File: src/rtl/riscv_pkg.sv
// Shared RV32I definitions: datapath width, ALU op codes, forwarding and result-select codes.
package riscv_pkg;
  localparam int XLEN = 32;

  localparam logic [2:0] ALU_ADD = 3'b000;
  localparam logic [2:0] ALU_SUB = 3'b001;
  localparam logic [2:0] ALU_AND = 3'b010;
  localparam logic [2:0] ALU_OR  = 3'b011;
  localparam logic [2:0] ALU_SLT = 3'b101;

  localparam logic [1:0] FWD_RF = 2'b00;
  localparam logic [1:0] FWD_W  = 2'b01;
  localparam logic [1:0] FWD_M  = 2'b10;

  localparam logic [1:0] RES_ALU = 2'b00;
  localparam logic [1:0] RES_MEM = 2'b01;
  localparam logic [1:0] RES_PC4 = 2'b10;

  // The younger producer in MEM takes priority over WB; x0 is never forwarded.
  function automatic logic [1:0] fwdSel(input logic regwriteM, input logic [4:0] rdM,
                                        input logic regwriteW, input logic [4:0] rdW,
                                        input logic [4:0] rs);
    if (regwriteM && (rdM == rs) && (rs != 5'd0))      return FWD_M;
    else if (regwriteW && (rdW == rs) && (rs != 5'd0)) return FWD_W;
    else                                                return FWD_RF;
  endfunction
endpackage

File: src/rtl/execute_if.sv
// ID/EX bundle, writeback feedback, redirect and EX/MEM outputs of the execute stage.
interface execute_if;
  import riscv_pkg::*;

  logic            regwriteE, memwriteE, jumpE, branchE, alusrcE;
  logic [1:0]      resultsrcE;
  logic [2:0]      alucontrolE;
  logic [XLEN-1:0] Rd1E, Rd2E, pcE, ImmextE, pcplus4E;
  logic [4:0]      RdE, Rs1E, Rs2E;
  logic            regwriteW;
  logic [4:0]      RdW;
  logic [XLEN-1:0] resultW;

  logic            pcsrcE;
  logic [XLEN-1:0] pctargetE;
  logic            regwriteM, memwriteM;
  logic [1:0]      resultsrcM;
  logic [XLEN-1:0] aluresultM, writedataM, pcplus4M;
  logic [4:0]      RdM;

  modport master (
    output regwriteE, memwriteE, jumpE, branchE, alusrcE, resultsrcE, alucontrolE,
           Rd1E, Rd2E, pcE, ImmextE, pcplus4E, RdE, Rs1E, Rs2E, regwriteW, RdW, resultW,
    input  pcsrcE, pctargetE, regwriteM, memwriteM, resultsrcM, aluresultM, writedataM,
           pcplus4M, RdM
  );

  modport slave (
    input  regwriteE, memwriteE, jumpE, branchE, alusrcE, resultsrcE, alucontrolE,
           Rd1E, Rd2E, pcE, ImmextE, pcplus4E, RdE, Rs1E, Rs2E, regwriteW, RdW, resultW,
    output pcsrcE, pctargetE, regwriteM, memwriteM, resultsrcM, aluresultM, writedataM,
           pcplus4M, RdM
  );
endinterface

File: src/rtl/execute_alu.sv
// Combinational RV32I ALU subset: add, sub, and, or, signed slt; unknown ops give 0.
module alu
  import riscv_pkg::*;
(
  input  logic [XLEN-1:0] srcA,
  input  logic [XLEN-1:0] srcB,
  input  logic [2:0]      alucontrol,
  output logic [XLEN-1:0] result,
  output logic            zero
);
  logic lt;

  assign lt = $signed(srcA) < $signed(srcB);

  always_comb begin
    result = '0;
    case (alucontrol)
      ALU_ADD: result = srcA + srcB;
      ALU_SUB: result = srcA - srcB;
      ALU_AND: result = srcA & srcB;
      ALU_OR:  result = srcA | srcB;
      ALU_SLT: result = {{(XLEN-1){1'b0}}, lt};
      default: result = '0;
    endcase
  end

  assign zero = (result == '0);
endmodule

File: src/rtl/execute.sv
// Execute stage: operand forwarding, ALU, branch/jump redirect and the EX/MEM register.
module execute
  import riscv_pkg::*;
(
  input logic      clk,
  input logic      rst,
  execute_if.slave bus
);
  logic [1:0]      fwdA, fwdB;
  logic [XLEN-1:0] srcA, fwdBVal, srcB, aluResult;
  logic            zeroE;

  assign fwdA = fwdSel(bus.regwriteM, bus.RdM, bus.regwriteW, bus.RdW, bus.Rs1E);
  assign fwdB = fwdSel(bus.regwriteM, bus.RdM, bus.regwriteW, bus.RdW, bus.Rs2E);

  always_comb begin
    srcA = bus.Rd1E;
    case (fwdA)
      FWD_M:   srcA = bus.aluresultM;
      FWD_W:   srcA = bus.resultW;
      default: srcA = bus.Rd1E;
    endcase
  end

  always_comb begin
    fwdBVal = bus.Rd2E;
    case (fwdB)
      FWD_M:   fwdBVal = bus.aluresultM;
      FWD_W:   fwdBVal = bus.resultW;
      default: fwdBVal = bus.Rd2E;
    endcase
  end

  assign srcB = bus.alusrcE ? bus.ImmextE : fwdBVal;

  alu uAlu (
    .srcA       (srcA),
    .srcB       (srcB),
    .alucontrol (bus.alucontrolE),
    .result     (aluResult),
    .zero       (zeroE)
  );

  // Redirect is resolved in the same cycle; younger instructions are flushed elsewhere.
  assign bus.pctargetE = bus.pcE + bus.ImmextE;
  assign bus.pcsrcE    = bus.jumpE | (bus.branchE & zeroE);

  always_ff @(posedge clk or negedge rst) begin
    if (!rst) begin
      bus.regwriteM  <= 1'b0;
      bus.resultsrcM <= 2'b00;
      bus.memwriteM  <= 1'b0;
      bus.aluresultM <= '0;
      bus.writedataM <= '0;
      bus.RdM        <= 5'd0;
      bus.pcplus4M   <= '0;
    end else begin
      bus.regwriteM  <= bus.regwriteE;
      bus.resultsrcM <= bus.resultsrcE;
      bus.memwriteM  <= bus.memwriteE;
      bus.aluresultM <= aluResult;
      bus.writedataM <= fwdBVal;
      bus.RdM        <= bus.RdE;
      bus.pcplus4M   <= bus.pcplus4E;
    end
  end
endmodule
File: src/flat_wrapper.sv
// flat-port wrapper written by rule: the top's interface ports become plain ports
module execute_flat import riscv_pkg::*;
  (clk, rst, bus_regwriteE, bus_memwriteE, bus_jumpE, bus_branchE, bus_alusrcE, bus_resultsrcE, bus_alucontrolE, bus_Rd1E, bus_Rd2E, bus_pcE, bus_ImmextE, bus_pcplus4E, bus_RdE, bus_Rs1E, bus_Rs2E, bus_regwriteW, bus_RdW, bus_resultW, bus_pcsrcE, bus_pctargetE, bus_regwriteM, bus_memwriteM, bus_resultsrcM, bus_aluresultM, bus_writedataM, bus_pcplus4M, bus_RdM);
  execute_if bus_i ();
  input logic clk;
  input logic rst;
  input wire logic [$bits(bus_i.regwriteE)-1:0] bus_regwriteE;
  input wire logic [$bits(bus_i.memwriteE)-1:0] bus_memwriteE;
  input wire logic [$bits(bus_i.jumpE)-1:0] bus_jumpE;
  input wire logic [$bits(bus_i.branchE)-1:0] bus_branchE;
  input wire logic [$bits(bus_i.alusrcE)-1:0] bus_alusrcE;
  input wire logic [$bits(bus_i.resultsrcE)-1:0] bus_resultsrcE;
  input wire logic [$bits(bus_i.alucontrolE)-1:0] bus_alucontrolE;
  input wire logic [$bits(bus_i.Rd1E)-1:0] bus_Rd1E;
  input wire logic [$bits(bus_i.Rd2E)-1:0] bus_Rd2E;
  input wire logic [$bits(bus_i.pcE)-1:0] bus_pcE;
  input wire logic [$bits(bus_i.ImmextE)-1:0] bus_ImmextE;
  input wire logic [$bits(bus_i.pcplus4E)-1:0] bus_pcplus4E;
  input wire logic [$bits(bus_i.RdE)-1:0] bus_RdE;
  input wire logic [$bits(bus_i.Rs1E)-1:0] bus_Rs1E;
  input wire logic [$bits(bus_i.Rs2E)-1:0] bus_Rs2E;
  input wire logic [$bits(bus_i.regwriteW)-1:0] bus_regwriteW;
  input wire logic [$bits(bus_i.RdW)-1:0] bus_RdW;
  input wire logic [$bits(bus_i.resultW)-1:0] bus_resultW;
  output wire logic [$bits(bus_i.pcsrcE)-1:0] bus_pcsrcE;
  output wire logic [$bits(bus_i.pctargetE)-1:0] bus_pctargetE;
  output wire logic [$bits(bus_i.regwriteM)-1:0] bus_regwriteM;
  output wire logic [$bits(bus_i.memwriteM)-1:0] bus_memwriteM;
  output wire logic [$bits(bus_i.resultsrcM)-1:0] bus_resultsrcM;
  output wire logic [$bits(bus_i.aluresultM)-1:0] bus_aluresultM;
  output wire logic [$bits(bus_i.writedataM)-1:0] bus_writedataM;
  output wire logic [$bits(bus_i.pcplus4M)-1:0] bus_pcplus4M;
  output wire logic [$bits(bus_i.RdM)-1:0] bus_RdM;
  assign bus_i.regwriteE = bus_regwriteE;
  assign bus_i.memwriteE = bus_memwriteE;
  assign bus_i.jumpE = bus_jumpE;
  assign bus_i.branchE = bus_branchE;
  assign bus_i.alusrcE = bus_alusrcE;
  assign bus_i.resultsrcE = bus_resultsrcE;
  assign bus_i.alucontrolE = bus_alucontrolE;
  assign bus_i.Rd1E = bus_Rd1E;
  assign bus_i.Rd2E = bus_Rd2E;
  assign bus_i.pcE = bus_pcE;
  assign bus_i.ImmextE = bus_ImmextE;
  assign bus_i.pcplus4E = bus_pcplus4E;
  assign bus_i.RdE = bus_RdE;
  assign bus_i.Rs1E = bus_Rs1E;
  assign bus_i.Rs2E = bus_Rs2E;
  assign bus_i.regwriteW = bus_regwriteW;
  assign bus_i.RdW = bus_RdW;
  assign bus_i.resultW = bus_resultW;
  assign bus_pcsrcE = bus_i.pcsrcE;
  assign bus_pctargetE = bus_i.pctargetE;
  assign bus_regwriteM = bus_i.regwriteM;
  assign bus_memwriteM = bus_i.memwriteM;
  assign bus_resultsrcM = bus_i.resultsrcM;
  assign bus_aluresultM = bus_i.aluresultM;
  assign bus_writedataM = bus_i.writedataM;
  assign bus_pcplus4M = bus_i.pcplus4M;
  assign bus_RdM = bus_i.RdM;
  execute u_core (.clk(clk), .rst(rst), .bus(bus_i));
endmodule
File: config.mk
export PLATFORM = sky130hd
export DESIGN_NAME = execute_flat
export DESIGN_NICKNAME = d
export VERILOG_FILES = /design/src/rtl/riscv_pkg.sv /design/src/rtl/execute_if.sv /design/src/rtl/execute_alu.sv /design/src/rtl/execute.sv /design/src/flat_wrapper.sv
export SDC_FILE = /design/constraint.sdc
export NUM_CORES = 1
export LEC_CHECK = 0
export ABC_AREA = 1
export ABC_CLOCK_PERIOD_IN_PS = 6400
export CORE_UTILIZATION = 40
export DETAILED_ROUTE_END_ITERATION = 10
export PLACE_DENSITY = 0.68
export SLEW_MARGIN = 20
export SYNTH_ARGS = -nofsm -noshare
export SYNTH_HDL_FRONTEND = slang
export SYNTH_HIERARCHICAL = 1
export SYNTH_SLANG_ARGS = --single-unit
File: constraint.sdc
create_clock -name clk -period 6.4 [get_ports clk]
set_input_delay 1.6 -clock clk [delete_from_list [all_inputs] [get_ports clk]]
set_output_delay 1.6 -clock clk [all_outputs]
set_load 0.02 [all_outputs]
Yosys cells after proc, flatten, opt, wreduce, memory -nomap -nowiden
Index checks and enable logic that the tools add are counted.

storage, ports and cells
  register bits = 105
  input port bits = 225
  word-level logic and storage cells = 47

cells by class
  add/subtract/negate cells = 3
  magnitude comparators = 1
  eq/ne operators = 12
  multiplexer cells = 8
  bitwise logic cells = 4
  reductions and logical operators = 12

operator list
  kind                                                 count
  one-hot mux 32 bit (5 select lines)                  1
  one-hot mux 32 bit (2 select lines)                  2
  adder 32 bit                                         2
  bitwise AND 32 bit                                   1
  zero test 32 bit                                     1
  < comparator 32 bit                                  1
  2-to-1 mux 32 bit                                    1
  bitwise OR 32 bit                                    1
  subtractor 32 bit                                    1
  equality test 5 bit                                  4
  nonzero test 5 bit                                   2
  logical AND 1 bit                                    8
  equality test 3 x 2 -> 1 bit, second input constant  2
  equality test 2 x 1 -> 1 bit, second input constant  2
  equality test 2 bit, second input constant           2
  2-to-1 mux 2 bit                                     2
  equality test 3 x 1 -> 1 bit, second input constant  1
  equality test 3 bit, second input constant           1
  zero test 3 bit                                      1
  2-to-1 mux 1 bit                                     2
  bitwise AND 1 bit                                    1
  bitwise OR 1 bit                                     1

Longest topological paths before layout
Gate-level depths: netlist of the first run.

  word-level depth = 13
  depth in mapped cells = 35
  mapped depth without buffers = 33

Cells and area by module
The synthesis of the first run kept the hierarchy.

by module, submodules not included
  module   instances  cells an instance  area an instance (um^2)
  execute  1          1042               7438.4
  alu      1          1336               6650.1

Least setup slack after synthesis of the first run
Ideal clock, no wire load.

  path type = input-to-output
  start = in bus_RdW[0]
  end = out bus_pcsrcE
  arrival = 4.525 ns
  path slack = 0.275 ns
  stages = 27
  path buffers = 1
  cell sequence = inv_1 -> nor2_1 -> nor3b_1 -> nand2_1 -> nor2_2 -> buf_2 -> nand3_1 -> nand3_1 -> inv_1 -> ha_1 -> fa_1 -> inv_1 -> nand2_1 -> nand2_1 -> nand2_1 -> nand2_1 -> nand2_1 -> nand2_2 -> nand2_1 -> nand2_1 -> nor2_1 -> nor3_1 -> nand3_1 -> nor2_1 -> nand2_1 -> nor2_1 -> a21o_1

between the ends
  elaborated cells between the ends (all ways) = 26
  those cells by class = add/sub: 2; order compare: 1; eq/ne: 6; mux: 8; bitwise: 4; reduce/logical: 5

RTL lines
  what                                                                        RTL line            text
  start: declaration                                                          flat_wrapper.sv:23  input wire logic [$bits(bus_i.RdW)-1:0] bus_RdW;
  equality test 5 bit *                                                       riscv_pkg.sv:24     else if (regwriteW && (rdW == rs) && (rs != 5'd0)) return FWD_W;
  logical AND 1 bit * (2 in a row)                                            riscv_pkg.sv:24
  2-to-1 mux 1 bit *                                                          riscv_pkg.sv:24
  2-to-1 mux 2 bit *                                                          riscv_pkg.sv:23     if (regwriteM && (rdM == rs) && (rs != 5'd0)) return FWD_M;
  equality test 2 x 1 -> 1 bit / equality test 2 bit (equally long branches)  execute.sv:18       case (fwdA)
  one-hot mux 32 bit (2 select lines) *                                       execute.sv:18
  net u_core.srcA[0]                                                          execute.sv:10       logic [XLEN-1:0] srcA, fwdBVal, srcB, aluResult;
  subtractor 32 bit, or another cell as far along                             execute_alu.sv:19   ALU_SUB: result = srcA - srcB;
  one-hot mux 32 bit (5 select lines) *                                       execute_alu.sv:17   case (alucontrol)
  zero test 32 bit *                                                          execute_alu.sv:27   assign zero = (result == '0);
  net u_core.zeroE                                                            execute.sv:11       logic zeroE;
  bitwise AND 1 bit *                                                         execute.sv:46       assign bus.pcsrcE = bus.jumpE | (bus.branchE & zeroE);
  bitwise OR 1 bit *                                                          execute.sv:46
  end: declaration                                                            flat_wrapper.sv:25  output wire logic [$bits(bus_i.pcsrcE)-1:0] bus_pcsrcE;

Mark *: on every way through the listed nets, which the timed path passes. The rest lies on a longest branch.

Worst setup path after layout of the first run
  start = in bus_Rs1E[1]
  end = out bus_pcsrcE

between the ends
  longest elaborated chain between the ends = 12
  elaborated cells between the ends (all ways) = 21
  those cells by class = add/sub: 2; order compare: 1; eq/ne: 4; mux: 4; bitwise: 4; reduce/logical: 6

ends and longest elaborated chain
  what                                                                        RTL line            text
  start: declaration                                                          flat_wrapper.sv:20  input wire logic [$bits(bus_i.Rs1E)-1:0] bus_Rs1E;
  equality test 5 bit                                                         riscv_pkg.sv:24
  logical AND 1 bit (2 in a row)                                              riscv_pkg.sv:24
  2-to-1 mux 1 bit                                                            riscv_pkg.sv:24
  2-to-1 mux 2 bit *                                                          riscv_pkg.sv:23
  equality test 2 x 1 -> 1 bit / equality test 2 bit (equally long branches)  execute.sv:18
  one-hot mux 32 bit (2 select lines) *                                       execute.sv:18
  net u_core.srcA[28]                                                         execute.sv:10
  subtractor 32 bit, or another cell as far along                             execute_alu.sv:19
  one-hot mux 32 bit (5 select lines) *                                       execute_alu.sv:17
  zero test 32 bit *                                                          execute_alu.sv:27
  net u_core.zeroE                                                            execute.sv:11
  bitwise AND 1 bit *                                                         execute.sv:46
  bitwise OR 1 bit *                                                          execute.sv:46

Marks and branches as above.

==> flow_results.xml, run 1 <==
<?xml version="1.0" encoding="UTF-8"?>
<metrics>
  <group name="run_status">
    <metric name="outcome" unit="">finished with violations</metric>
    <metric name="failed_checks" unit="">setup timing</metric>
  </group>
  <group name="grt">
    <metric name="gr-usage-all-layers" unit="%">37.2</metric>
    <metric name="globalRoute.totalOverflow" unit="">0</metric>
    <metric name="grt_pass1_wl" unit="um">102000</metric>
    <metric name="first_global_vias" unit="">18600</metric>
    <metric name="initial_antenna_violation_count" unit="">1</metric>
    <metric name="grt_start_max_net_pins" unit="">63</metric>
  </group>
  <group name="timing">
    <metric name="fin_skew" unit="ns">0.00947</metric>
    <metric name="setup_repair_after_global_routing_missed_its_margin" unit="">true</metric>
    <metric name="post-route-worst-setup-slack" unit="ns">-0.876</metric>
    <metric name="max_freq" unit="MHz">137</metric>
    <metric name="max_slew_margin_vs_limit" unit="%">47.8</metric>
    <metric name="finalWorstPathRequiredPeriod" unit="ns">7.28</metric>
    <metric name="report.final.setup_viol" unit="">1</metric>
    <metric name="period_share" unit="%">114</metric>
    <metric name="number_of_pins_with_negative_max_slew_slack_in_the_final_report" unit="">0</metric>
    <metric name="finalHoldViolations" unit="">0</metric>
    <metric name="worst_pin_slew" unit="ns">0.783</metric>
  </group>
  <group name="detailed_routing">
    <metric name="drt-pass1-iter-count" unit="">5</metric>
    <metric name="vias_per_cell" unit="">5.23</metric>
    <metric name="detail_route.iter0.violations" unit="">1589</metric>
    <metric name="wl" unit="um">68300</metric>
    <metric name="routed-via-count" unit="">18900</metric>
    <metric name="detail_route.wl_per_cell" unit="um">18.9</metric>
    <metric name="drtAntennaViolNets" unit="">0</metric>
    <metric name="drcViolationCount" unit="">0</metric>
  </group>
  <group name="synth">
    <metric name="ys_top_cells_by_area" unit="">sky130_fd_sc_hd__nand2_1 (20%), sky130_fd_sc_hd__dfrtp_1 (19%), sky130_fd_sc_hd__ha_1 (12%)</metric>
    <metric name="syn_inst" unit="">2378</metric>
    <metric name="synth_top_area_cell" unit="">sky130_fd_sc_hd__nand2_1</metric>
    <metric name="synth.yosys.seq_area_share" unit="%">18.7</metric>
    <metric name="synth_seq_cells" unit="">105</metric>
    <metric name="postSynth.asyncResetShare" unit="%">100</metric>
    <metric name="synth_top_cells_by_count" unit="">sky130_fd_sc_hd__nand2_1 (764), sky130_fd_sc_hd__inv_1 (398), sky130_fd_sc_hd__nand3_1 (304), sky130_fd_sc_hd__nor2_1 (220), sky130_fd_sc_hd__ha_1 (138)</metric>
    <metric name="synth_cell_type_count" unit="">41</metric>
    <metric name="synthesis.area_per_instance" unit="um^2">5.92</metric>
    <metric name="synthFlopType" unit="">sky130_fd_sc_hd__dfrtp_1</metric>
    <metric name="syn-num-nets" unit="">2744</metric>
    <metric name="synth-edff-count" unit="">0</metric>
    <metric name="yosysWarningCount" unit="">6</metric>
    <metric name="yosys.cell_count.top_type" unit="">sky130_fd_sc_hd__nand2_1</metric>
    <metric name="synthDominantCellAreaShare" unit="%">20.4</metric>
    <metric name="mappedNetlistArea" unit="um^2">14100</metric>
  </group>
  <group name="cts">
    <metric name="buffer_depth_of_the_longest_clock_path" unit="">2</metric>
    <metric name="tritoncts" unit="">yes</metric>
    <metric name="h_tree_depth" unit="">3</metric>
    <metric name="cts.reportedPaths.clkPinSlew" unit="ns">0.07</metric>
    <metric name="numClockSinks" unit="">105</metric>
    <metric name="ctsRootBufferMaster" unit="">sky130_fd_sc_hd__clkbuf_16</metric>
    <metric name="cts_buffers" unit="">9</metric>
    <metric name="cts_hold_buf" unit="">0</metric>
    <metric name="worst_skew_pair.late_latency" unit="ns">0.36</metric>
  </group>
  <group name="placed_design">
    <metric name="gp_congestion" unit="">1.04</metric>
    <metric name="dp_hpwl" unit="um">57100</metric>
    <metric name="place.port_buffers" unit="">362</metric>
  </group>
  <group name="setup_path">
    <metric name="timing.rr.end" unit="">u_core/bus.aluresultM[22]</metric>
    <metric name="worst-r2r-setup-slack" unit="ns">2.20</metric>
    <metric name="critical_path.endpoint_type" unit="">primary output</metric>
    <metric name="r2r_start" unit="">u_core/bus.RdM[2]</metric>
    <metric name="crit_path_max_incr_delay" unit="ns">0.51</metric>
    <metric name="cell_type_with_the_highest_occurrence_count_on_the_critical_path" unit="">sky130_fd_sc_hd__nand2_1</metric>
    <metric name="timing.critical_path.slowest_stage_cell" unit="">sky130_fd_sc_hd__clkdlybuf4s50_1</metric>
    <metric name="cp_data_arrival_time" unit="ns">5.68</metric>
    <metric name="worst-setup-path-type" unit="">in -&gt; out</metric>
    <metric name="critical_path_required" unit="ns">4.80</metric>
    <metric name="crit_path_start_kind" unit="">input pin</metric>
    <metric name="worstRegToRegCells" unit="">32</metric>
    <metric name="critical_path.max_fanout" unit="">18</metric>
  </group>
  <group name="floorplan">
    <metric name="placeableCoreArea" unit="um^2">34600</metric>
    <metric name="die_w" unit="um">190</metric>
    <metric name="dieArea" unit="um^2">36000</metric>
    <metric name="core.rowCount" unit="">68</metric>
    <metric name="top_level_ports" unit="">363</metric>
    <metric name="initial_utilization" unit="%">40.7</metric>
    <metric name="die_h" unit="um">190</metric>
  </group>
  <group name="min_path">
    <metric name="timing.hold.worst.start" unit="">u_core/bus.aluresultM[8]</metric>
    <metric name="holdPathStages" unit="">2</metric>
    <metric name="worst_hold_path.endpoint" unit="">u_core/bus.writedataM[8]</metric>
    <metric name="hold_path_class" unit="">reg -&gt; reg</metric>
  </group>
  <group name="final_layout">
    <metric name="area_growth_syn_to_layout" unit="%">61.7</metric>
    <metric name="fillers" unit="">3121</metric>
    <metric name="post_route_cells_drive_above_1_share" unit="%">24.6</metric>
    <metric name="num-nets-final" unit="">3514</metric>
    <metric name="multi_input_combinational_cell_area" unit="um^2">10400</metric>
    <metric name="utilization" unit="%">65.8</metric>
    <metric name="register_area" unit="um^2">2630</metric>
  </group>
  <group name="pwr">
    <metric name="post-layout-total-power" unit="mW">3.70</metric>
    <metric name="p_leak" unit="nW">12.2</metric>
    <metric name="pwr_density_cell" unit="nW/um^2">162</metric>
    <metric name="irDropWorstVdd" unit="V">0.000191</metric>
  </group>
  <group name="flow_run">
    <metric name="cap_viol_max_count" unit="">0</metric>
  </group>
</metrics>
==> cell type report <==
cell class / instances / share of cell area [%]
Antenna cell: 1 / 0.0110
Clock buffer: 10 / 1.00
Tap cell: 455 / 2.50
Multi-Input combinational cell: 1794 / 45.5
Clock inverter: 6 / 0.390
Timing Repair Buffer: 831 / 32.4
Sequential cell: 105 / 11.5
Inverter: 407 / 6.72
==> power by group <==
group | leakage (nW) | internal (mW) | switching, mW
clock network | 0.153 | 0.313 | 0.273
registers | 1.27 | 0.719 | 0.0457
logic | 10.8 | 1.05 | 1.30
==> cells in the final DEF (no fill, tap or decap), drive strengths merged <==
| cell | n |
|---|---|
| nand2 | 776 |
| buf | 471 |
| inv | 408 |
| nand3 | 371 |
| clkdlybuf4s50 | 349 |
| nor2 | 238 |
| ha | 138 |
| dfrtp | 105 |
| a21oi | 94 |
| o21ai | 55 |
| nand4 | 21 |
| nor3 | 20 |
| o22ai | 19 |
| xor2 | 18 |
| o21bai | 13 |
| clkbuf | 10 |
| dlygate4sd2 | 9 |
| xnor2 | 6 |
| nand3b | 5 |
| and2 | 4 |
| clkinv | 4 |
| a31oi | 3 |
| fa | 3 |
| dlymetal6s2s | 2 |
| nor3b | 2 |
| or2 | 2 |
| o21a | 2 |
| diode | 1 |
| bufinv | 1 |
| o211a | 1 |
| a21o | 1 |
| nor4 | 1 |
| a221oi | 1 |
==> state kept, by name (all words and copies together) (netlist names) <==
| register | flops |
|---|---|
| u_core/bus.RdM | 5 |
| u_core/bus.regwriteM | 1 |
| u_core/bus.resultsrcM | 2 |
| u_core/bus.memwriteM | 1 |
| u_core/bus.writedataM | 32 |
| u_core/bus.aluresultM | 32 |
| u_core/bus.pcplus4M | 32 |
==> worst max-delay path, delay by kind of cell <==
family | cells | cell delay, ns
AO/OA/AOI/OAI | 1 | 0.12
adder cells (fa/ha/maj) | 1 | 0.25
buffers and inverters | 8 | 1.47
AND/OR/NAND/NOR | 19 | 2.21
==> per-stage QoR <==
stage               TNS (ns)  instance area [um^2]  hold slack [ns]  cells  worst slack, ns
floorplan                  0                 14100            0.676   2378            0.275
global placement       -1.72                 21200            0.593   3547            -1.72
detailed placement     -1.74                 21200            0.624   3547            -1.74
CTS                   -0.780                 22600            0.661   3601           -0.780
global route           -1.07                 22800            0.676   3609            -1.07
finish                -0.876                 22800            0.670   3609           -0.876
==> cells by family after synthesis <==
group	after synthesis	synth area share, %
and+or+nand+nor	1440	45.8
buffers and inverters	479	13.9
AOI/OAI and AO/OA	189	7.47
adders and majority gates	141	12.7
DFF	105	18.7
xor gates and xnor gates	24	1.49
==> worst max-delay path by stage <==
stage,slack (ns),start,end
final,-0.88,bus_Rs1E[1],bus_pcsrcE
after global routing,-1.07,bus_RdW[0],bus_pcsrcE
after CTS,-0.78,bus_RdW[0],bus_pcsrcE
after detailed placement,-1.74,bus_Rs1E[0],bus_pcsrcE
after global placement,-1.72,bus_Rs2E[0],bus_pcsrcE
after floorplan,0.28,bus_RdW[0],bus_pcsrcE
==> per-layer routing <==
layer / wire length [um] / up-vias / GRT usage (%)
li1: - / 9002 / -
met1: 27500 / 8722 / 45.7
met2: 31900 / 984 / 64.1
met3: 6000 / 151 / 5.74
met4: 2990 / 0 / 15.9
met5: 0 / - / 0
==> repair_timing <==
item | in CTS | in global routing
resized for setup | 199 | 44
pin swaps | 50 | 17
cloned | 2 | 0
endpoints found under the setup margin | 1 | 1
setup buffers | 36 | 7
No activity file was read; power rests on OpenSTA's default activity.
==> inputs of run 2 (changes only) <==
- SLEW_MARGIN: 20 -> 0
==> results of run 2 <==
Same layout as run 1: the final DEF is identical, and so are final timing and power.
